### config.mk
export PLATFORM = sky130hd
export DESIGN_NAME = seg_scan_ctrl
export DESIGN_NICKNAME = d
export VERILOG_FILES = /design/src/rtl/seg_scan_pkg.sv /design/src/rtl/seg_font.sv /design/src/rtl/seg_scan_ctrl.sv
export SDC_FILE = /design/constraint.sdc
export NUM_CORES = 1
export LEC_CHECK = 0
export CAP_MARGIN = 20
export CORE_MARGIN = 5
export CORE_UTILIZATION = 50
export DETAILED_ROUTE_END_ITERATION = 8
export DONT_BUFFER_PORTS = 1
export PLACE_DENSITY = 0.77
export SLEW_MARGIN = 10
export SYNTH_ARGS = -nofsm -noshare
export SYNTH_HDL_FRONTEND = slang
export SYNTH_SLANG_ARGS = --single-unit
export TNS_END_PERCENT = 50
### constraint.sdc
create_clock -name clk -period 1.9 [get_ports clk]
set_input_delay 0.475 -clock clk [delete_from_list [all_inputs] [get_ports clk]]
set_output_delay 0.475 -clock clk [all_outputs]
set_load 0.01 [all_outputs]
### src/rtl/seg_scan_pkg.sv
// Shared constants, segment font and scan state type for the seven-segment scan controller.
package seg_scan_pkg;

  localparam int NUM_DIG = 6;

  localparam logic [7:0] SEG_BLANK = 8'hFF;
  localparam logic [7:0] SEG_MINUS = 8'hBF;

  // Active-low segment patterns for BCD 0..9, bit7 (dp) off
  localparam logic [7:0] FONT [10] = '{
    8'hC0, 8'hF9, 8'hA4, 8'hB0, 8'h99,
    8'h92, 8'h82, 8'hF8, 8'h80, 8'h90
  };

  typedef enum logic {
    BLANK,
    DRIVE
  } scan_state_t;

endpackage

### src/rtl/seg_font.sv
// Combinational map of a 4-bit code, blank flag and decimal point to active-low segments.
module seg_font
  import seg_scan_pkg::*;
(
  input  logic [3:0] code,
  input  logic       blank,
  input  logic       dp,
  output logic [7:0] seg
);

  logic [6:0] base;

  always_comb begin
    base = SEG_MINUS[6:0];
    if (blank) begin
      base = SEG_BLANK[6:0];
    end else if (code < 4'd10) begin
      base = FONT[code][6:0];
    end
    seg = {~dp, base};
  end

endmodule

### src/rtl/seg_scan_ctrl.sv
// Six-digit multiplexed seven-segment scan controller with frame-atomic shadow updates.
// Define SEG_SCAN_DIM_EN to add the `bright` input and PWM dimming of the digit strobes.
module seg_scan_ctrl
  import seg_scan_pkg::*;
#(
  parameter int SCAN_DIV  = 50000,
  parameter int BLANK_CYC = 16
) (
  input  logic        clk,
  input  logic        reset_n,
  input  logic        upd_valid,
  output logic        upd_ready,
  input  logic [23:0] upd_bcd,
  input  logic [5:0]  upd_dp,
`ifdef SEG_SCAN_DIM_EN
  input  logic [3:0]  bright,
`endif
  input  logic        lzs_en,
  output logic [5:0]  sel,
  output logic [7:0]  dig,
  output logic        frame_start
);

  localparam int CNT_W = (SCAN_DIV > 2) ? $clog2(SCAN_DIV) : 1;
  localparam logic [CNT_W-1:0] CNT_LAST   = CNT_W'(SCAN_DIV - 1);
  localparam logic [CNT_W-1:0] BLANK_LAST = CNT_W'(BLANK_CYC - 1);

  logic [CNT_W-1:0]     cnt_q, cnt_d;
  logic [2:0]           idx_q, idx_d;
  scan_state_t          state_q, state_d;
  logic [4*NUM_DIG-1:0] active_bcd_q, active_bcd_d;
  logic [NUM_DIG-1:0]   active_dp_q, active_dp_d;
  logic [4*NUM_DIG-1:0] shadow_bcd_q, shadow_bcd_d;
  logic [NUM_DIG-1:0]   shadow_dp_q, shadow_dp_d;
  logic                 pending_q, pending_d;
  logic [NUM_DIG-1:0]   sel_q, sel_d;
  logic [7:0]           dig_q, dig_d;
  logic                 frame_start_q, frame_start_d;

  logic                 wrap;
  logic                 commit_cyc;
  logic                 transfer;
  logic                 gate_on;
  logic                 zero_run;
  logic [NUM_DIG-1:0]   blank_mask;
  logic [3:0]           cur_code;
  logic                 cur_dp;
  logic                 cur_blank;
  logic [7:0]           font_seg;

`ifdef SEG_SCAN_DIM_EN
  logic [3:0] pwm_cnt_q, pwm_cnt_d;
  logic [3:0] shadow_bright_q, shadow_bright_d;
  logic [3:0] active_bright_q, active_bright_d;
`endif

  assign wrap       = (cnt_q == CNT_LAST);
  assign commit_cyc = wrap && (idx_q == 3'd5);
  assign transfer   = upd_valid && !pending_q;

  assign cur_code  = active_bcd_q[{idx_q, 2'b00} +: 4];
  assign cur_dp    = active_dp_q[idx_q];
  assign cur_blank = blank_mask[idx_q];

`ifdef SEG_SCAN_DIM_EN
  assign gate_on = (pwm_cnt_q <= active_bright_q);
`else
  assign gate_on = 1'b1;
`endif

  // Blank a run of zeros from the top digit down; digit 0 always shows
  always_comb begin
    zero_run   = 1'b1;
    blank_mask = '0;
    for (int i = NUM_DIG - 1; i >= 1; i--) begin
      zero_run      = zero_run && (active_bcd_q[i*4 +: 4] == 4'd0);
      blank_mask[i] = lzs_en && zero_run;
    end
  end

  seg_font u_font (
    .code  (cur_code),
    .blank (cur_blank),
    .dp    (cur_dp),
    .seg   (font_seg)
  );

  always_comb begin
    cnt_d         = wrap ? '0 : cnt_q + 1'b1;
    idx_d         = idx_q;
    state_d       = state_q;
    active_bcd_d  = active_bcd_q;
    active_dp_d   = active_dp_q;
    shadow_bcd_d  = shadow_bcd_q;
    shadow_dp_d   = shadow_dp_q;
    pending_d     = pending_q;
    frame_start_d = commit_cyc;
    sel_d         = '1;
    dig_d         = SEG_BLANK;
`ifdef SEG_SCAN_DIM_EN
    pwm_cnt_d       = pwm_cnt_q + 4'd1;
    shadow_bright_d = shadow_bright_q;
    active_bright_d = active_bright_q;
`endif

    if (wrap) begin
      idx_d   = (idx_q == 3'd5) ? 3'd0 : idx_q + 3'd1;
      state_d = BLANK;
    end else if (cnt_q == BLANK_LAST) begin
      state_d = DRIVE;
    end

    // Commit only what was pending before this cycle; a same-cycle transfer waits a frame
    if (commit_cyc && pending_q) begin
      active_bcd_d = shadow_bcd_q;
      active_dp_d  = shadow_dp_q;
      pending_d    = 1'b0;
`ifdef SEG_SCAN_DIM_EN
      active_bright_d = shadow_bright_q;
`endif
    end

    if (transfer) begin
      shadow_bcd_d = upd_bcd;
      shadow_dp_d  = upd_dp;
      pending_d    = 1'b1;
`ifdef SEG_SCAN_DIM_EN
      shadow_bright_d = bright;
`endif
    end

    if ((state_q == DRIVE) && gate_on) begin
      sel_d[idx_q] = 1'b0;
      dig_d        = font_seg;
    end
  end

  always_ff @(posedge clk or negedge reset_n) begin
    if (!reset_n) begin
      cnt_q         <= '0;
      idx_q         <= 3'd0;
      state_q       <= BLANK;
      active_bcd_q  <= '0;
      active_dp_q   <= '0;
      shadow_bcd_q  <= '0;
      shadow_dp_q   <= '0;
      pending_q     <= 1'b0;
      sel_q         <= '1;
      dig_q         <= SEG_BLANK;
      frame_start_q <= 1'b0;
`ifdef SEG_SCAN_DIM_EN
      pwm_cnt_q       <= 4'd0;
      shadow_bright_q <= 4'hF;
      active_bright_q <= 4'hF;
`endif
    end else begin
      cnt_q         <= cnt_d;
      idx_q         <= idx_d;
      state_q       <= state_d;
      active_bcd_q  <= active_bcd_d;
      active_dp_q   <= active_dp_d;
      shadow_bcd_q  <= shadow_bcd_d;
      shadow_dp_q   <= shadow_dp_d;
      pending_q     <= pending_d;
      sel_q         <= sel_d;
      dig_q         <= dig_d;
      frame_start_q <= frame_start_d;
`ifdef SEG_SCAN_DIM_EN
      pwm_cnt_q       <= pwm_cnt_d;
      shadow_bright_q <= shadow_bright_d;
      active_bright_q <= active_bright_d;
`endif
    end
  end

  assign upd_ready   = !pending_q;
  assign sel         = sel_q;
  assign dig         = dig_q;
  assign frame_start = frame_start_q;

endmodule

==> results_dict.tcl, run 1 <==
set metrics [dict create \
    yosysWarnings 0 \
    ir_worst_vdd_v 0.000486 \
    most-common-layout-cells "79 x dfrtp_1, 35 x buf_4, 34 x mux2_2" \
    fin_cells 469 \
    crit_type "flop to flop" \
    worst_ep_required_time_ps 2170 \
    worst_slew_pin_slew_ps 621 \
    mostFrequentLayoutCell "dfrtp_1" \
    areaGrowthSynthToFinish_pct 20.3 \
    hold_path.class "input pin to async pin" \
    core_area_sq_mm 0.00826 \
    antenna_found_initial 0 \
    cts.path.max_buffers 2 \
    place_hpwl_um 5720 \
    syn_area_sq_mm 0.00426 \
    syn_avg_cell_area_sq_um 13.5 \
    ys_ff_latch 96 \
    synth_edf_count 0 \
    drtAntennaViolNets 0 \
    finalHoldViolCount 96 \
    reg2reg_slack_ps -20 \
    place_inst 441 \
    grt.total_usage_pct 17.1 \
    cp-start-kind "flop" \
    synth_cell_types 44 \
    port_buffers 0 \
    async_reset_ff_share_pct 100 \
    drt_iter0_markers 181 \
    ios 50 \
    relSlewSlack_pct 58.5 \
    layout.core_utilization_pct 62.1 \
    wl_um 9110 \
    grt_first_pass_wirelength_um 13800 \
    slew_violations 0 \
    die-area_sq_mm 0.0105 \
    crit_fanout 6 \
    status "finished, violations left" \
    numCtsBuffers 9 \
    cts_root_buf "clkbuf_8" \
    synth_fp_nets 356 \
    setup_viol 22 \
    violations "hold timing, setup timing" \
    die_w_um 102 \
    initial_core_util_pct 51.6 \
    clk_latency_ps 350 \
    grt_pass1_vias 2753 \
    route.detailed.drc 0 \
    syn-instance-count 316 \
    synth_seq_area_share_pct 56.8 \
    leakage_uw 0.00228 \
    critPathArrivalTime_ps 2190 \
    rsz0062_at_grt "yes" \
    power_density_mw_per_mm2 663 \
    finalHoldWorstSlack_ps -195 \
    max_freq_ghz 0.521 \
    place_congestion 0.882 \
    worst_setup_path_end_kind "flop" \
    maxCapViolCount 0 \
    overflow 0 \
    drt-pass1-iter-count 4 \
    fin_crit_ps 1920 \
    path_clk_slew_ps 90 \
    setup_slack_ps -18.0 \
    fp.dieH_um 102 \
    grt_max_degree 97 \
    cts.sinks 96 \
    fill_cells 603 \
    via_per_inst 5.65 \
    via_count 2650 \
    wire_per_inst_um 19.4 \
    period_share_pct 101 \
    layout.nets 399 \
    antenna_cells 0 \
    cts_tree "built" \
    h-tree-depth 3 \
    drive_gt1_share_pct 48.4 \
    fin_worst_skew_ps 8.14 \
    num_rows 33 \
    ys.flop_type "dfrtp_1" \
]
cells in the mapped netlist, drive strengths merged, types with 5 or more instances:
| library cell | number | area, sq um |
|---|---|---|
| nor4 | 6 | 37.5 |
| dfrtp | 82 | 2050 |
| o21ai | 5 | 28.8 |
| xnor2 | 5 | 43.8 |
| mux2 | 65 | 807 |
| nand2 | 13 | 48.8 |
| nand3 | 15 | 75.1 |
| xor2 | 10 | 87.6 |
| nor2 | 20 | 75.1 |
| nor3 | 7 | 40.0 |
| mux2i | 5 | 50.1 |
| ha | 6 | 75.1 |
| dfstp | 14 | 368 |
| buf | 11 | 100 |
| a21oi | 6 | 30.0 |
| inv | 7 | 26.3 |
metal layers:
| metal | vias to the layer above | share of wire, % | global-route usage (%) |
|---|---|---|---|
| met5 | - | 0 | 0 |
| met4 | 0 | 1.8 | 4.94 |
| met3 | 15 | 6.5 | 5.26 |
| met2 | 84 | 50 | 27.5 |
| met1 | 1340 | 42 | 22.6 |
| li1 | 1211 | - | - |
power breakdown:
part	internal (uW)	leakage [uW]	total (uW)	switching, uW
Sequential	2120	0.00121	2160	44.1
Combinational	56.2	0.000987	75.7	19.5
Clock	475	0.0000793	1160	690
Total	2650	0.00228	3400	753
registers in the layout, indices dropped and copies added, names as in the netlist:
name and cells:
active_bcd_q 24, shadow_bcd_q 24, shadow_dp_q 6, dig 8, cnt_q 16, idx_q 3
frame_start 1, pending_q 1, active_dp_q 6, sel 6, state_q 1
worst max-delay path: stages, from the launching register on:
cell and delay (ps):
dfrtp_2 480, buf_6 160, nor3b_4 230, a21oi_4 50
o221a_4 300, ha_4 220, and2_4 140, o311ai_4 240
timing repair:
action,CTS,global route
pin swaps,3,11
resized for setup,9,47
cloned,1,1
setup endpoints to repair,36,39
setup buffers,1,9
endpoints found under the hold margin,96,96
final timing paths:
check	end	cells past startpoint	from
worst max-delay path	dig[3]	7	idx_q[1]
worst min-delay path	shadow_bcd_q[2]	0	reset_n
worst max register to register	dig[3]	7	idx_q[1]
worst min register to register	active_bcd_q[14]	1	shadow_bcd_q[14]
max in group asynchronous	dig[5]	0	reset_n
min in group clk	pending_q	2	upd_valid
logic make-up (layout without fill, tap and decap cells):
group	after synthesis	in the layout	synth area share (%)
AO/OA/AOI/OAI	24	24	4.14
flip-flops	96	96	56.8
AND/OR/NAND/NOR	82	82	9.84
buffers and inverters	21	69	3.23
multiplexers	72	72	21.2
adder cells (fa/ha/maj)	6	6	1.76
XOR/XNOR	15	15	3.08
final cells by class:
type	count	area, sq um	area share, %
Inverter	8	36.3	0.707
Multi-Input combinational cell	199	1960	38.1
Timing Repair Buffer	45	417	8.12
Clock buffer	11	131	2.56
Clock inverter	5	33.8	0.659
Tap cell	105	131	2.56
Sequential cell	96	2420	47.3
per-stage QoR:
step / setup WS [ps] / TNS [ps] / power, uW / cell area, sq um
floorplan: 3.74 / 0 / 2250 / 4280
CTS: -62.7 / -394 / 3420 / 4800
global placement: -81.0 / -285 / 2270 / 4580
finish: -18.0 / -170 / 3400 / 5130
global route: -116 / -2460 / 3520 / 5130
detailed placement: -131 / -811 / 2280 / 4580
Power figures use the tool's default switching activity.
==> inputs of run 2 (changes only) <==
--- a/config.mk
+++ b/config.mk
@@ -11,6 +11,7 @@
 export DETAILED_ROUTE_END_ITERATION = 8
 export DONT_BUFFER_PORTS = 1
 export PLACE_DENSITY = 0.77
+export REMOVE_ABC_BUFFERS = 1
 export SLEW_MARGIN = 10
 export SYNTH_ARGS = -nofsm -noshare
 export SYNTH_HDL_FRONTEND = slang
==> constraint.sdc (replaced) <==
create_clock -name clk -period 1.9 [get_ports clk]
set_input_delay 0.19 -clock clk [delete_from_list [all_inputs] [get_ports clk]]
set_output_delay 0.19 -clock clk [all_outputs]
set_load 0.01 [all_outputs]
==> run 2 against run 1 <==
The flow still finishes with violations (hold timing, setup timing). Critical path depth decreased by 1. Sequential cell count is the same. Via count up 2.9%. Final area increased by 5.1%. Sequential share of layout area decreased by 2.3 points. Routed wire length shrank 3.7%. Sequential power hardly changed. Critical path type unchanged. Critical endpoint is now active_bcd_q[21]. Largest cell class unchanged.
==> results_dict.tcl, run 2 (same netlist as run 1, synthesis figures left out) <==
set metrics [dict create \
    areaGrowthSynthToFinish_pct 26.4 \
    ir_worst_vdd_v 0.000427 \
    power_density_mw_per_mm2 659 \
    r2r_cells 6 \
    via_per_inst 5.42 \
    crit_fanout 8 \
    fill_cells 627 \
    ctsHoldBuffers 31 \
    critPathArrivalTime_ps 2200 \
    fin_cells 503 \
    core_area_sq_mm 0.00826 \
    initial_core_util_pct 51.6 \
    wl_um 8770 \
    reg2reg_slack_ps -50 \
    die_w_um 102 \
    port_buffers 0 \
    violations "hold timing, setup timing" \
    grt_max_degree 97 \
    die-area_sq_mm 0.0105 \
    mostFrequentLayoutCell "dfrtp_1" \
    fp.dieH_um 102 \
    most-common-layout-cells "80 x dfrtp_1, 42 x buf_4, 34 x mux2_2" \
    cts_root_buf "clkbuf_8" \
    fin_crit_ps 1950 \
    antenna_found_initial 0 \
    h-tree-depth 3 \
    grt_first_pass_wirelength_um 14100 \
    cts_tree "built" \
    crit_type "flop to flop" \
    drt-pass1-iter-count 4 \
    cp-start-kind "flop" \
    grt_pass1_vias 2979 \
    hold_path.class "input pin to async pin" \
    r2r-start "cnt_q[5]" \
    drtAntennaViolNets 0 \
    setup_viol 25 \
    rsz0062_at_grt "yes" \
    maxCapViolCount 0 \
    grt.total_usage_pct 17.6 \
    drive_gt1_share_pct 43.7 \
    drt_iter0_markers 87 \
    numCtsBuffers 9 \
    worst_setup_path_end_kind "flop" \
    place_hpwl_um 5770 \
    worst_ep_required_time_ps 2150 \
    num_rows 33 \
    r2r-end "active_bcd_q[21]" \
    fin_worst_skew_ps 9.06 \
    ios 50 \
    route.detailed.drc 0 \
    period_share_pct 102 \
    via_count 2728 \
    largestRegisters "active_bcd_q x24, shadow_bcd_q x24, cnt_q x16" \
    fin_tns_setup_ps -776 \
    wire_per_inst_um 17.4 \
    max_freq_ghz 0.514 \
    path_clk_slew_ps 90 \
    place_inst 447 \
    antenna_cells 0 \
    dpl_cell_area_sq_mm 0.00459 \
    overflow 0 \
    finalHoldViolCount 96 \
    status "finished, violations left" \
    finalHoldWorstSlack_ps -489 \
    layout.nets 433 \
    cts.path.max_buffers 2 \
    slew_violations 0 \
    relSlewSlack_pct 61.6 \
    cts.sinks 96 \
    clk_latency_ps 370 \
    leakage_uw 0.00245 \
    stdcell_area_sq_mm 0.00539 \
    worst_slew_pin_slew_ps 573 \
    setup_slack_ps -46.2 \
    place_congestion 0.839 \
]
## run 2: changes by cell type in the layout (fill, tap and decap cells not counted), moves of 2 or more
cell           change
o21ai_4            -2
dlygate4sd3_1     +31
clkbuf_1           -2
o21ai_2            +2
clkinvlp_4         -3
clkinv_4           +3
buf_6              -2
clkinv_2           -2
a21oi_2            +2
inv_6              +2
ha_1               +2
buf_4              +7
ha_4               -2
## run 2: cell type report
class | instances | area, sq um | share of cell area, %
Clock inverter | 7 | 63.8 | 1.18
Timing Repair Buffer | 79 | 732 | 13.6
Multi-Input combinational cell | 199 | 1880 | 35.0
Clock buffer | 9 | 124 | 2.30
Tap cell | 105 | 131 | 2.44
Inverter | 8 | 30.0 | 0.557
Sequential cell | 96 | 2420 | 45.0
## run 2: how the worst max path moves through the flow
stage / from / endpoint / slack (ps) / depth (start not counted)
after floorplan: cnt_q[0] / active_dp_q[5] / -1230 / 6
after global placement: cnt_q[0] / active_dp_q[5] / -90 / 7
after detailed placement: cnt_q[1] / active_bcd_q[15] / -150 / 7
after CTS: cnt_q[1] / active_bcd_q[17] / -40 / 7
after global routing: cnt_q[5] / active_bcd_q[13] / -140 / 6
final: cnt_q[5] / active_bcd_q[21] / -50 / 6
## run 2: critical path, cell delays in order (launching register included)
cell and delay [ps]:
dfrtp_1 430, nor4_4 340, nand3_4 130, nor3_4 140, and3_4 290, clkbuf_16 200, mux2_4 300
## run 2: report_power, final
group / switching [uW] / total (uW) / internal (uW)
registers: 43.1 / 2160 / 2120
logic: 27.3 / 126 / 98.2
clock network: 763 / 1270 / 503
total: 834 / 3550 / 2720
## run 2: stage by stage
stage | worst slack (ps) | power, uW | util [%]
6_report | -46.2 | 3550 | 65.2
5_1_grt | -143 | 3700 | 65.2
4_1_cts | -36.1 | 3590 | 62.5
3_5_place_dp | -146 | 2280 | 55.6
3_3_place_gp | -92.9 | 2270 | 55.6
2_1_floorplan | -1230 | 2250 | -
## run 2: what timing repair did
item / in CTS / in global routing
buffers inserted: 0 / 7
gates cloned: 1 / 1
pin swaps: 3 / 6
setup endpoints to repair: 37 / 36
resized for setup: 11 / 33
hold endpoints to repair: 127 / 96
## run 2: layer usage
| metal | part of all wire [%] | wire (um) | vias up | global-route usage [%] |
|---|---|---|---|---|
| met5 | 0 | 0 | - | 0 |
| met1 | 44 | 3830 | 1378 | 22.5 |
| li1 | - | - | 1269 | - |
| met3 | 4.2 | 372 | 20 | 5.26 |
| met4 | 2.3 | 201 | 0 | 5.25 |
| met2 | 50 | 4370 | 61 | 29.1 |
==> inputs of run 3 (changes only) <==
--- a/config.mk
+++ b/config.mk
@@ -6,14 +6,18 @@
 export NUM_CORES = 1
 export LEC_CHECK = 0
 export CAP_MARGIN = 20
+export CELL_PAD_IN_SITES_DETAIL_PLACEMENT = 1
+export CELL_PAD_IN_SITES_GLOBAL_PLACEMENT = 1
 export CORE_MARGIN = 5
-export CORE_UTILIZATION = 50
+export CORE_UTILIZATION = 47
 export DETAILED_ROUTE_END_ITERATION = 8
 export DONT_BUFFER_PORTS = 1
-export PLACE_DENSITY = 0.77
+export PLACE_DENSITY = 0.84
+export RECOVER_POWER = 50
 export REMOVE_ABC_BUFFERS = 1
 export SLEW_MARGIN = 10
 export SYNTH_ARGS = -nofsm -noshare
 export SYNTH_HDL_FRONTEND = slang
+export SYNTH_HIERARCHICAL = 1
 export SYNTH_SLANG_ARGS = --single-unit
 export TNS_END_PERCENT = 50
==> run 3 against run 2 <==
Sequential share of layout area increased by 0.41 points. The run still ends with hold timing, setup timing left. First-iteration DRC count up 10%. Critical endpoint is now dig[3]. Largest power group unchanged. Hold slack got worse by 4.1 ps. Setup slack got worse by 150 ps.
==> results_dict.tcl, run 3 <==
set metrics [dict create \
    status "finished, violations left" \
    violations "hold timing, setup timing" \
    layout.core_utilization_pct 58.4 \
    cts_tree "built" \
    largestRegisters "active_bcd_q x24, shadow_bcd_q x24, cnt_q x16" \
    intPower_uw 2970 \
    p_switching_uw 829 \
    die_w_um 107 \
    fp.dieH_um 107 \
    via_count 2789 \
    drive_gt1_share_pct 41.7 \
    synth_edf_count 0 \
    reg2reg_slack_ps -200 \
    num_rows 35 \
    crit_type "flop to flop" \
    finalHoldWorstSlack_ps -493 \
    relSlewSlack_pct 69.6 \
    period_share_pct 110 \
    wire_per_inst_um 22.0 \
    die-area_sq_mm 0.0114 \
    yosysWarnings 6 \
    grt.total_usage_pct 20.0 \
    cts.path.max_buffers 2 \
    cp-start-kind "flop" \
    route.detailed.drc 0 \
    synth_top_area_share_pct 46.8 \
    path_clk_slew_ps 90 \
    synth_most_common_cell "dfrtp_1" \
    combPwrFrac_pct 3.6 \
    grt_max_degree 97 \
    layout.nets 426 \
    numCtsBuffers 9 \
    cts_root_buf "clkbuf_8" \
    clk_latency_ps 370 \
    finalHoldViolCount 96 \
    syn_area_sq_mm 0.00438 \
    wl_um 11100 \
    p_clk_share_pct 39.2 \
    synth_top_area_cell "dfrtp_1" \
    worst_slew_pin_slew_ps 456 \
    leakage_uw 0.00238 \
    fill_cells 879 \
    mostFrequentLayoutCell "dfrtp_1" \
    ys_ff_latch 96 \
    power_density_mw_per_mm2 710 \
    setup_slack_ps -198 \
    areaGrowthSynthToFinish_pct 21.9 \
    synth_seq_area_share_pct 55.2 \
    worst_setup_path_end_kind "flop" \
    ctsHoldBuffers 31 \
    p_seq_share_pct 57.2 \
    crit_fanout 7 \
    ir_worst_vdd_v 0.000549 \
    place_congestion 0.821 \
    drtAntennaViolNets 0 \
    rsz0062_at_grt "yes" \
    place_hpwl_um 6690 \
    port_buffers 0 \
    h-tree-depth 3 \
    ios 50 \
    synthTopCellsByCount "82 x dfrtp_1, 33 x mux2_2, 29 x mux2_4" \
    drt-pass1-iter-count 4 \
    drt_iter0_markers 96 \
    most-common-layout-cells "79 x dfrtp_1, 33 x mux2_2, 31 x dlygate4sd3_1" \
    async_reset_ff_share_pct 100 \
    synthTopCellsByArea "dfrtp_1 47%, mux2_4 9.9%, mux2_2 8.5%, dfstp_2 8.4%, mux4_2 2.6%" \
    via_per_inst 5.54 \
    fin_crit_ps 2100 \
    r2r-start "idx_q[0]" \
    setup_viol 6 \
    critPathArrivalTime_ps 2380 \
    postCtsSetupBuffers 0 \
    antenna_found_initial 1 \
    worst_ep_required_time_ps 2180 \
    fin_worst_skew_ps 15.3 \
    grt_pass1_vias 3118 \
    syn-instance-count 324 \
    synth_cell_types 46 \
    r2r_cells 9 \
    core_area_sq_mm 0.00915 \
    overflow 0 \
    slew_violations 0 \
    grt_first_pass_wirelength_um 17400 \
    ys.flop_type "dfrtp_1" \
    syn_avg_cell_area_sq_um 13.5 \
    r2r-end "dig[3]" \
    cts.sinks 96 \
    initial_core_util_pct 47.9 \
    swShare_pct 21.8 \
    maxCapViolCount 0 \
    max_freq_ghz 0.477 \
    hold_path.class "input pin to async pin" \
]
[run 3: power by group through the flow]
| stage | logic (uW) | registers (uW) | clock network (uW) |
|---|---|---|---|
| floorplan | 67.5 | 2180 | 0 |
| global placement | 69.6 | 2200 | 0 |
| detailed placement | 75.0 | 2200 | 0 |
| CTS | 125 | 2160 | 1500 |
| global route | 147 | 2180 | 1620 |
| finish | 137 | 2170 | 1490 |
[run 3: stage by stage]
step	instance area (sq um)	power (uW)	std cells	setup WS [ps]	TNS (ps)
floorplan	4260	2250	309	-854	-38720
global placement	4670	2270	454	-185	-839
detailed placement	4670	2280	454	-327	-1780
CTS	5280	3790	501	-153	-693
global route	5340	3940	503	-323	-1640
finish	5340	3790	503	-198	-709
[run 3: critical path, stage by stage (launching register included)]
cell      delay [ps]
dfrtp_2          470
mux4_2           360
inv_2             40
o22ai_2          170
inv_1            100
ha_2             180
or2_1            220
a211oi_2         240
a31oi_1           80
nand2b_1         160
[run 3: how the worst max path moves through the flow]
stage	from	end	slack [ps]	depth (start not counted)
floorplan	idx_q[0]	active_dp_q[2]	-850	3
global placement	idx_q[0]	dig[3]	-190	8
detailed placement	active_bcd_q[16]	dig[3]	-330	9
CTS	idx_q[0]	dig[0]	-150	8
global route	idx_q[0]	dig[3]	-320	9
finish	idx_q[0]	dig[3]	-200	9
[run 3: logic make-up after synthesis]
family,synth area share (%)
adder cells (fa/ha/maj),1.71
AND/OR/NAND/NOR,10.4
buffers and inverters,3.94
multiplexers,22.1
AO/OA/AOI/OAI,3.97
XOR/XNOR,2.60
flip-flops,55.2
[run 3: timing repair]
| action | 4_1_cts | 5_1_grt |
|---|---|---|
| endpoints found under the hold margin | 127 | 96 |
| gates resized for setup | 24 | 12 |
| pin swaps | 3 | 1 |
| setup endpoints to repair | 25 | 34 |
| gates cloned | 0 | 1 |
[run 3: cell type report]
| class | count | area (sq um) | area share (%) |
|---|---|---|---|
| Tap cell | 111 | 139 | 2.60 |
| Timing Repair Buffer | 66 | 618 | 11.6 |
| Sequential cell | 96 | 2420 | 45.4 |
| Clock inverter | 6 | 91.3 | 1.71 |
| Clock buffer | 10 | 128 | 2.39 |
| Inverter | 12 | 47.5 | 0.890 |
| Multi-Input combinational cell | 201 | 1890 | 35.4 |
| Antenna cell | 1 | 2.50 | 0.0468 |
[run 3: layer usage]
layer  vias up  track usage [%]  wire, um
met2        64             35.7      5850
met3        23             5.24       454
met1      1439             23.2      4510
met5         -                0         0
li1       1263                -         -
met4         0             6.76       273
